--- src/rtl/fifo_rd_arb_pkg.sv ---
// Shared types and default sizing for the FIFO read-port arbiter.
package fifo_rd_arb_pkg;

    typedef enum logic {
        IDLE  = 1'b0,
        SERVE = 1'b1
    } arb_state_e;

    localparam int unsigned DEF_NUM_REQ    = 4;
    localparam int unsigned DEF_DATA_WIDTH = 8;
    localparam int unsigned DEF_BURST_LEN  = 4;

    // Requester index width; a single requester still needs one bit.
    function automatic int unsigned id_width(input int unsigned num_req);
        return (num_req > 1) ? $clog2(num_req) : 1;
    endfunction

endpackage

--- src/rtl/rr_pick.sv ---
// Round-robin search: first asserted request at or after last+1, wrapping.
module rr_pick #(
    parameter int unsigned NUM_REQ  = 4,
    parameter int unsigned ID_WIDTH = 2
) (
    input  logic [NUM_REQ-1:0]  req,
    input  logic [ID_WIDTH-1:0] last,
    output logic [ID_WIDTH-1:0] winner,
    output logic                any
);

    // Scan farthest offset first so the nearest candidate overwrites the rest.
    always_comb begin
        winner = '0;
        any    = 1'b0;
        for (int unsigned i = NUM_REQ; i >= 1; i--) begin
            if (req[(int'(last) + i) % NUM_REQ]) begin
                winner = ID_WIDTH'((int'(last) + i) % NUM_REQ);
                any    = 1'b1;
            end
        end
    end

endmodule

--- src/rtl/fifo_rd_arbiter.sv ---
// Shares one FIFO read port among NUM_REQ requesters with bounded bursts.
module fifo_rd_arbiter
    import fifo_rd_arb_pkg::*;
#(
    parameter  int unsigned NUM_REQ    = DEF_NUM_REQ,
    parameter  int unsigned DATA_WIDTH = DEF_DATA_WIDTH,
    parameter  int unsigned BURST_LEN  = DEF_BURST_LEN,
    localparam int unsigned ID_WIDTH   = id_width(NUM_REQ)
) (
    input  logic                  rclk,
    input  logic                  rrst,
    input  logic                  rempty,
    input  logic [DATA_WIDTH-1:0] rdata,
    input  logic [NUM_REQ-1:0]    req,
    output logic                  rinc,
    output logic [NUM_REQ-1:0]    gnt,
    output logic                  out_valid,
    output logic [DATA_WIDTH-1:0] out_data,
    output logic [ID_WIDTH-1:0]   out_id,
    output logic                  busy
);

    localparam int unsigned CNT_W = $clog2(BURST_LEN + 1);

    arb_state_e          state;
    logic [ID_WIDTH-1:0] cur;
    logic [ID_WIDTH-1:0] last;
    logic [CNT_W-1:0]    burst_cnt;
    logic [ID_WIDTH-1:0] winner;
    logic                any;

    rr_pick #(
        .NUM_REQ  (NUM_REQ),
        .ID_WIDTH (ID_WIDTH)
    ) u_rr_pick (
        .req    (req),
        .last   (last),
        .winner (winner),
        .any    (any)
    );

    // Pop only while the holder still wants data and the FIFO has some.
    always_comb begin
        rinc = (state == SERVE) & req[cur] & ~rempty;
        busy = (state == SERVE);
    end

    // Arbitration FSM, burst counting and registered delivery.
    always_ff @(posedge rclk or posedge rrst) begin
        if (rrst) begin
            state     <= IDLE;
            gnt       <= '0;
            cur       <= '0;
            last      <= ID_WIDTH'(NUM_REQ - 1);
            burst_cnt <= '0;
            out_valid <= 1'b0;
            out_data  <= '0;
            out_id    <= '0;
        end else begin
            out_valid <= rinc;
            if (rinc) begin
                out_data <= rdata;
                out_id   <= cur;
            end
            unique case (state)
                IDLE: begin
                    if (any && !rempty) begin
                        state     <= SERVE;
                        gnt       <= NUM_REQ'(1) << winner;
                        cur       <= winner;
                        last      <= winner;
                        burst_cnt <= '0;
                    end
                end
                SERVE: begin
                    if (rinc) begin
                        burst_cnt <= burst_cnt + 1'b1;
                        // Last pop of the burst releases the grant on the same edge.
                        if (burst_cnt == CNT_W'(BURST_LEN - 1)) begin
                            state <= IDLE;
                            gnt   <= '0;
                        end
                    end else begin
                        state <= IDLE;
                        gnt   <= '0;
                    end
                end
                default: begin
                    state <= IDLE;
                    gnt   <= '0;
                end
            endcase
        end
    end

endmodule

--- config.mk ---
export PLATFORM = sky130hd
export DESIGN_NAME = fifo_rd_arbiter
export DESIGN_NICKNAME = d
export VERILOG_FILES = /design/src/rtl/fifo_rd_arb_pkg.sv /design/src/rtl/rr_pick.sv /design/src/rtl/fifo_rd_arbiter.sv
export SDC_FILE = /design/constraint.sdc
export NUM_CORES = 1
export LEC_CHECK = 0
export BUFFER_PORTS_ARGS = -buffer_cell sky130_fd_sc_hd__buf_2
export CORE_MARGIN = 3
export CORE_UTILIZATION = 30
export CTS_CLUSTER_SIZE = 8
export DETAILED_ROUTE_END_ITERATION = 12
export GPL_ROUTABILITY_DRIVEN = 0
export HOLD_SLACK_MARGIN = 0.03
export PLACE_DENSITY_LB_ADDON = 0.3
export SLEW_MARGIN = 20
export SYNTH_ARGS = -nofsm -noshare
export SYNTH_HDL_FRONTEND = slang
export SYNTH_SLANG_ARGS = --single-unit
--- constraint.sdc ---
create_clock -name rclk -period 2.5 [get_ports rclk]
set_input_delay 0.25 -clock rclk [delete_from_list [all_inputs] [get_ports rclk]]
set_output_delay 0.25 -clock rclk [all_outputs]
set_load 0.1 [all_outputs]
==> metrics.yaml, run 1 <==
run_status:
  status: "finished clean"
floorplanning:
  die_x_um: 65.5
  dieArea_sq_um: 4290
  boundaryPins: 32
  rows: 20
  die_y_um: 65.5
  initial_core_util_pct: 33.2
  core_area_sq_um: 3200
sta:
  finalSetupViolations: 0
  setup_tns_ps: 0
  rsz0062_at_grt: "no"
  slew-limit-headroom_pct: 42.7
  skew_ps: 4.78
  fin_crit_sh_pct: 88.3
  min_period_ps: 2210
  hold_viol_final: 0
  fmaxAchievable_mhz: 453
  tightest_slew_ps: 859
  final_max_slew_viol_count: 0
detailed_routing:
  routed-wl-met2_um: 998
  ant_nets: 0
  vias: 758
  postRouteWirelength_um: 2070
  dr.pass1.iters: 4
  highest_layer: "met3"
  post_drt_wl_per_cell_um: 12.9
  wl_met3_um: 138
  drt_iter0_drc: 38
  via_per_inst: 4.71
  route.detailed.drc: 0
  wl_met1_um: 936
critical_path:
  critPathKind: "flip-flop to primary output"
  crit_path_end_kind: "primary output"
  crit_fanout: 12
  required_ps: 2250
  cp.arrival_ps: 1960
  slowest_stage: "buf_2"
  max_stage_delay_ps: 490
  path_buf_inv: 1
  crit_chain: "or3b_1, o2bb2ai_4, buf_2"
  critPathLaunchType: "flip-flop"
  crit_family: "buffers and inverters"
cts:
  ctsHoldBuffers: 0
  clk_latency_ps: 310
  clkSlewWorstSetupHoldPaths_ps: 120
  cts_htree_levels: 1
  cts_buffers: 3
  cts_root_buf: "clkbuf_4"
  clock_path_buffers: 2
  cts_tree: "done"
  clock_sinks: 23
  cts_resized: 0
  post_cts_buffers: 0
finish:
  fin_nets: 135
  area_growth_pct: 21.9
  final_common_cell: "buf_2"
  layout-drive-gt1-share_pct: 46.2
  final_cell_mix: "31 x buf_2, 21 x dfrtp_1, 7 x inv_1"
  n_antenna_cell: 0
grt:
  grt_pass1_wl_um: 3590
  grt-ovfl-total: 0
  grt_pass1_vias: 789
  track_usage_pct: 10.7
  antenna_found_initial: 0
  grt_max_degree: 24
placed_design:
  io_buffer_count: 31
  dp_hpwl_um: 1600
flow_run:
  cap_violations: 0
synth:
  syn_area_sq_um: 1060
  ys_ff_latch: 23
  synth_top_area_share_pct: 49.5
  yosysTopAreaCell: "dfrtp_1"
  syn_area_per_cell_sq_um: 13.0
  postSynthNetCount: 99
  ys_seq_area_share_pct: 54.4
  ys_warn_count: 0
  syn-instance-count: 82
  synth_cell_types: 29
  synth.area.top_cells: "dfrtp_1 49%, mux2_4 7.1%, mux2_2 6.4%"
min_path:
  holdCritPathClass: "primary input to asynchronous set/reset pin"
registers in the layout, summed over array words and instances (netlist names):
register and count:
out_data 8, gnt 4, burst_cnt 3, cur 2, last 2, out_id 2
busy 1, out_valid 1
cells by family (layout without fill, tap and decap cells):
logic type	after synthesis	count (layout)	synth area share [%]
compound gates	23	23	18.1
flops	23	23	54.4
simple gates	14	14	7.18
mux	12	12	14.4
buf+inv	8	43	3.53
fa+ha+maj	2	2	2.36
synthesized netlist by cell type:
| cell type | n |
|---|---|
| a211o_1 | 1 |
| a211oi_1 | 1 |
| a211oi_2 | 1 |
| a21boi_0 | 1 |
| a21o_2 | 1 |
| a21oi_1 | 4 |
| a22o_1 | 2 |
| a22o_2 | 2 |
| and3b_2 | 1 |
| buf_6 | 1 |
| dfrtp_1 | 21 |
| dfstp_2 | 2 |
| ha_1 | 2 |
| inv_1 | 7 |
| mux2_2 | 6 |
| mux2_4 | 5 |
| mux2i_1 | 1 |
| nand2_1 | 2 |
| nand2b_1 | 1 |
| nand3_1 | 1 |
| nor2_1 | 5 |
| nor3_1 | 1 |
| o211ai_1 | 1 |
| o21ai_0 | 4 |
| o22a_1 | 1 |
| o2bb2ai_1 | 3 |
| o2bb2ai_4 | 1 |
| or2b_1 | 2 |
| or3b_1 | 1 |
area by class of cell:
cell class                      instances  area (sq um)
Fill cell                             361          1910
Tap cell                               44          55.1
Multi-Input combinational cell         51           447
Timing Repair Buffer                   32           163
Sequential cell                        23           578
Inverter                                7          26.3
Clock buffer                            4          26.3
worst register-to-register path, delay by kind of cell, from the launching register on:
kind            cells  cell delay (ps)
simple gates        1              440
flops               1              410
compound gates      1              310
mux                 1              310
buf+inv             1              240
per-stage QoR:
stage | area [sq um] | std cells | utilization, % | hold WS, ps | worst slack (ps)
4_1_cts | 1290 | 161 | 40.4 | 118 | 258
2_1_floorplan | 1060 | 82 | - | 250 | 124
3_5_place_dp | 1270 | 157 | 39.6 | 473 | 626
5_1_grt | 1290 | 161 | 40.4 | 137 | 185
6_report | 1290 | 161 | 40.4 | 96.7 | 292
3_3_place_gp | 1270 | 157 | 39.6 | 465 | 668
per-layer routing:
| metal | up-vias | track usage, % |
|---|---|---|
| li1 | 365 | - |
| met3 | 0 | 3.76 |
| met2 | 28 | 17.4 |
| met5 | - | 0 |
| met1 | 365 | 14.4 |
| met4 | 0 | 0.777 |
worst paths after layout:
path	start	to	slack [ps]	depth (start not counted)
min in group rclk	rdata[1]	out_data[1]	160	2
max in group asynchronous	rrst	cur[1]	1880	2
hold reg to reg	gnt[2]	gnt[2]	510	1
setup reg to reg	cur[1]	out_data[0]	690	4
setup / recovery	cur[1]	rinc	290	3
hold / removal	rrst	burst_cnt[2]	100	2
Power of run 1 is left out: the tool's default activity adds up to more than one toggle a clock period on the data nets, which glitch-free logic cannot reach.
==> run 2: changes to the inputs <==
--- a/config.mk
+++ b/config.mk
@@ -6,13 +6,13 @@
 export NUM_CORES = 1
 export LEC_CHECK = 0
 export BUFFER_PORTS_ARGS = -buffer_cell sky130_fd_sc_hd__buf_2
-export CORE_MARGIN = 3
 export CORE_UTILIZATION = 30
 export CTS_CLUSTER_SIZE = 8
 export DETAILED_ROUTE_END_ITERATION = 12
 export GPL_ROUTABILITY_DRIVEN = 0
 export HOLD_SLACK_MARGIN = 0.03
 export PLACE_DENSITY_LB_ADDON = 0.3
+export RECOVER_POWER = 25
 export SLEW_MARGIN = 20
 export SYNTH_ARGS = -nofsm -noshare
 export SYNTH_HDL_FRONTEND = slang
==> run 2 against run 1 <==
  * Clock-buffer cell count fell by 1
  * Register-to-register slack better by 20 ps
  * Final cell count up 1.2%
  * First-iteration DRC count fell by 34%
  * Highest routed layer unchanged
==> metrics.yaml, run 2 (same netlist as run 1, synthesis figures left out) <==
detailed_routing:
  postRouteWirelength_um: 2050
  via_per_inst: 4.71
  dr.pass1.iters: 4
  drt_iter0_drc: 25
  vias: 768
  route.detailed.drc: 0
  post_drt_wl_per_cell_um: 12.6
  ant_nets: 0
critical_path:
  crit_path_end_kind: "primary output"
  r2r_slack_ps: 710
  required_ps: 2250
  cp.arrival_ps: 1880
  critPathKind: "flip-flop to primary output"
  crit_fanout: 6
  reg2reg_to: "out_data[4]"
  r2r_start: "cur[1]"
  critPathLaunchType: "flip-flop"
  reg2reg_depth: 4
finish:
  regMostFlops: "out_data"
  n_fill_cell: 362
  fin_nets: 135
  area_growth_pct: 22.5
  largest_reg_flops: 8
  multi_input_area_sq_um: 447
  n_antenna_cell: 0
  top_regs: "out_data: 8 flops, gnt: 4 flops, burst_cnt: 3 flops"
  seq_area_sq_um: 578
  stdcell_count: 163
  final_common_cell: "buf_2"
  layout-drive-gt1-share_pct: 47.0
  finish.utilization_pct: 38.7
  final_cell_mix: "31 x buf_2, 21 x dfrtp_1, 7 x inv_1"
placed_design:
  io_buffer_count: 31
  dp.cells: 159
floorplanning:
  initial_core_util_pct: 31.6
  boundaryPins: 32
  die_y_um: 61.5
  die_x_um: 61.5
  rows: 21
  core_area_sq_um: 3360
  dieArea_sq_um: 3780
min_path:
  holdCritPathClass: "primary input to asynchronous set/reset pin"
cts:
  cts_buffers: 3
  cts_htree_levels: 1
  clock_path_buffers: 2
  ctsHoldBuffers: 0
  clock_sinks: 23
  clk_latency_ps: 320
  cts_tree: "done"
  post_cts_buffers: 0
  clkSlewWorstSetupHoldPaths_ps: 140
  cts_resized: 0
  cts_root_buf: "clkbuf_4"
sta:
  slew-limit-headroom_pct: 42.2
  hold_viol_final: 0
  tightest_slew_ps: 867
  setup_tns_ps: 0
  final_max_slew_viol_count: 0
  finalSetupViolations: 0
  skew_ps: 9.61
  fin_crit_sh_pct: 85.3
  rsz0062_at_grt: "no"
  fmaxAchievable_mhz: 469
  min_period_ps: 2130
flow_run:
  cap_violations: 0
grt:
  track_usage_pct: 12.5
  grt_max_degree: 24
  grt-ovfl-total: 0
  antenna_found_initial: 0
  grt_pass1_wl_um: 3460
  grt_pass1_vias: 773
run_status:
  status: "finished clean"
## run 2: changes by cell type in the layout (fill, tap and decap cells not counted)
| cell | previous run | this run |
|---|---|---|
| clkinvlp_4 | 0 | 1 |
| clkbuf_1 | 1 | 0 |
## run 2: cell type report
type	count	area share, %
multi-input cells	51	34.3
flip-flops and latches	23	44.4
well taps	46	4.42
clock inverters	1	0.577
clock buffers	3	1.73
inverters	7	2.02
repair buffers	32	12.5
## run 2: worst max-delay path, cell delays in order, from the launching register on
cell	delay, ps
dfrtp_1	410
or3b_1	440
o2bb2ai_4	230
buf_2	470
## run 2: how the worst max path moves through the flow
stage,start,end,depth (start not counted)
2_1_floorplan,busy,out_data[0],4
3_3_place_gp,busy,rinc,3
3_5_place_dp,cur[1],out_data[4],4
4_1_cts,cur[1],rinc,3
5_1_grt,busy,rinc,3
6_report,cur[1],rinc,3
## run 2: metal layers
metal | routed length (um) | global-route usage, % | up-vias
met5 | 0 | 0 | -
met4 | 0 | 1.90 | 0
met3 | 98 | 4.62 | 0
met2 | 974 | 20.9 | 22
met1 | 978 | 15.9 | 375
li1 | - | - | 371
## run 2: through the flow
stage / area, sq um / hold slack (ps) / worst slack (ps)
after CTS: 1300 / 112 / 354
after detailed placement: 1270 / 470 / 714
after floorplan: 1060 / 250 / 124
final: 1300 / 79.8 / 367
after global routing: 1300 / 124 / 274
after global placement: 1270 / 458 / 788
Power of run 2 is left out for the same reason.
==> run 3: changes to the inputs <==
--- a/config.mk
+++ b/config.mk
@@ -5,7 +5,9 @@
 export SDC_FILE = /design/constraint.sdc
 export NUM_CORES = 1
 export LEC_CHECK = 0
+export ABC_AREA = 1
 export BUFFER_PORTS_ARGS = -buffer_cell sky130_fd_sc_hd__buf_2
+export CAP_MARGIN = 30
 export CORE_UTILIZATION = 30
 export CTS_CLUSTER_SIZE = 8
 export DETAILED_ROUTE_END_ITERATION = 12
==> run 3 against run 2 <==
  * Register-to-register slack better by 150 ps
  * Clock skew is 5.4 ps lower
  * Highest routed layer is now met4
  * First-iteration DRC count is 16% lower
  * Die area is 13% higher
  * Core utilization is 0.58 points higher
  * Global-route usage is 0.31 points higher
  * Critical path depth is 1 higher
  * Final cell count is 47% higher
  * Synthesized area is 13% higher
  * Non-clock buffer count is 2 higher
==> metrics.yaml, run 3 <==
run_status:
  status: "finished clean"
synth:
  synth.area.top_cells: "dfrtp_1 44%, nand2_1 21%, nand2_2 4.7%"
  syn-instance-count: 155
  synth_top_flop_cell: "dfrtp_1"
  syn_area_sq_um: 1200
  ys_ff_latch: 23
  ys_top_cells_by_count: "69 x nand2_1, 21 x dfrtp_1, 13 x inv_1"
  synth_most_common_cell: "nand2_1"
  ys_seq_area_share_pct: 48.0
  postSynthNetCount: 172
  synth_cell_types: 22
  synth_top_area_share_pct: 43.6
  syn_area_per_cell_sq_um: 7.77
  ys_warn_count: 0
  postSynth.asyncResetShare_pct: 100
  yosysTopAreaCell: "dfrtp_1"
  synth_edf_count: 0
floorplanning:
  boundaryPins: 32
  rows: 22
  die_x_um: 65.4
  die_y_um: 65.4
  core_area_sq_um: 3740
  dieArea_sq_um: 4270
  initial_core_util_pct: 32.2
placed_design:
  io_buffer_count: 31
  place_ws_ps: 860
  dp_hpwl_um: 1840
finish:
  layout-drive-gt1-share_pct: 29.3
  regMostFlops: "out_data"
  area_growth_pct: 22.0
  largest_reg_flops: 8
  final_cell_mix: "69 x nand2_1, 31 x buf_2, 21 x dfrtp_1"
  n_antenna_cell: 0
  final_common_cell: "nand2_1"
  fin_nets: 209
  top_regs: "out_data: 8 flops, gnt: 4 flops, burst_cnt: 3 flops"
sta:
  finalSetupViolations: 0
  fin_hold_ws_ps: 174
  fmaxAchievable_mhz: 512
  min_period_ps: 1950
  tightest_slew_ps: 645
  final_max_slew_viol_count: 0
  rsz0062_at_grt: "no"
  layout_setup_ws_ps: 546
  setup_tns_ps: 0
  fin_crit_sh_pct: 78.2
  slew-limit-headroom_pct: 57.0
  skew_ps: 4.23
  hold_viol_final: 0
detailed_routing:
  postRouteWirelength_um: 2430
  dr.pass1.iters: 4
  vias: 1055
  drt_iter0_drc: 21
  via_per_inst: 4.41
  route.detailed.drc: 0
  post_drt_wl_per_cell_um: 10.2
  ant_nets: 0
critical_path:
  crit_fanout: 11
  critPathKind: "flip-flop to primary output"
  crit_chain: "o21ai_0, nand3_2, clkinv_1, buf_2"
  crit_path_end_kind: "primary output"
  cp.arrival_ps: 1700
  slowest_stage: "buf_2"
  max_stage_delay_ps: 470
  critPathLaunchType: "flip-flop"
  required_ps: 2250
  reg2reg_depth: 9
grt:
  grt-ovfl-total: 0
  grt_max_degree: 24
  grt_pass1_wl_um: 4170
  grt_pass1_vias: 969
  track_usage_pct: 12.8
  antenna_found_initial: 0
cts:
  cts_root_buf: "clkbuf_8"
  cts_buffers: 3
  clock_sinks: 23
  clock_path_buffers: 2
  post_cts_buffers: 0
  clkSlewWorstSetupHoldPaths_ps: 80
  cts_htree_levels: 1
  cts_tree: "done"
  clk_latency_ps: 260
min_path:
  hold_depth: 3
  holdCritPathClass: "primary input to flip-flop"
flow_run:
  cap_violations: 0
==> run 3: cell types whose count changed after synthesis, moves of 6 or more <==
cell	delta
nand2_2	+9
nand2_1	+67
inv_1	+6
mux2_2	-6
==> run 3: logic make-up (layout without fill, tap and decap cells) <==
kind of cell / count (synthesis) / in the layout / share of synthesized area [%]
compound gates: 15 / 15 / 6.96
simple gates: 96 / 96 / 36.1
buf+inv: 19 / 55 / 6.85
fa+ha+maj: 2 / 2 / 2.08
flops: 23 / 23 / 48.0
==> run 3: per-stage QoR <==
stage | cells | area [sq um] | utilization, %
floorplan | 155 | 1200 | -
global placement | 233 | 1410 | 37.7
detailed placement | 233 | 1410 | 37.7
finish | 239 | 1470 | 39.3
global route | 239 | 1470 | 39.3
CTS | 237 | 1460 | 38.9
==> run 3: per-layer routing <==
layer,global-route usage [%],part of all wire [%]
met4,5.71,1.9
met3,2.43,3.9
met2,20.7,45
met5,0,0
met1,16.6,50
==> run 3: critical path: cells and delay by family (launching register included) <==
family / cells / cell delay (ps)
AO/OA/AOI/OAI: 1 / 260
buffers and inverters: 2 / 660
flip-flops: 1 / 410
AND/OR/NAND/NOR: 1 / 110
==> run 3: path summary, 6_finish.rpt <==
kind	slack, ps	to	start
worst max-delay path	550	rinc	cur[0]
worst min-delay path	170	out_data[2]	rdata[2]
worst max register to register	860	gnt[2]	last[0]
worst min register to register	480	gnt[3]	gnt[3]
max in group asynchronous	1090	burst_cnt[2]	rrst
min in group asynchronous	510	out_id[0]	rrst
==> run 3: area by class of cell <==
cell class | instances | area, sq um
Tap cell | 48 | 60.1
Timing Repair Buffer | 34 | 176
Multi-Input combinational cell | 113 | 544
Fill cell | 417 | 2270
Clock buffer | 4 | 45.0
Inverter | 17 | 66.3
Sequential cell | 23 | 578
==> run 3: repair_timing <==
item / in CTS / in global routing
endpoints found under the hold margin: 0 / 8
hold buffers: 0 / 1
resized for setup: 0 / 0
setup endpoints to repair: 0 / 0
Power of run 3 is left out for the same reason.
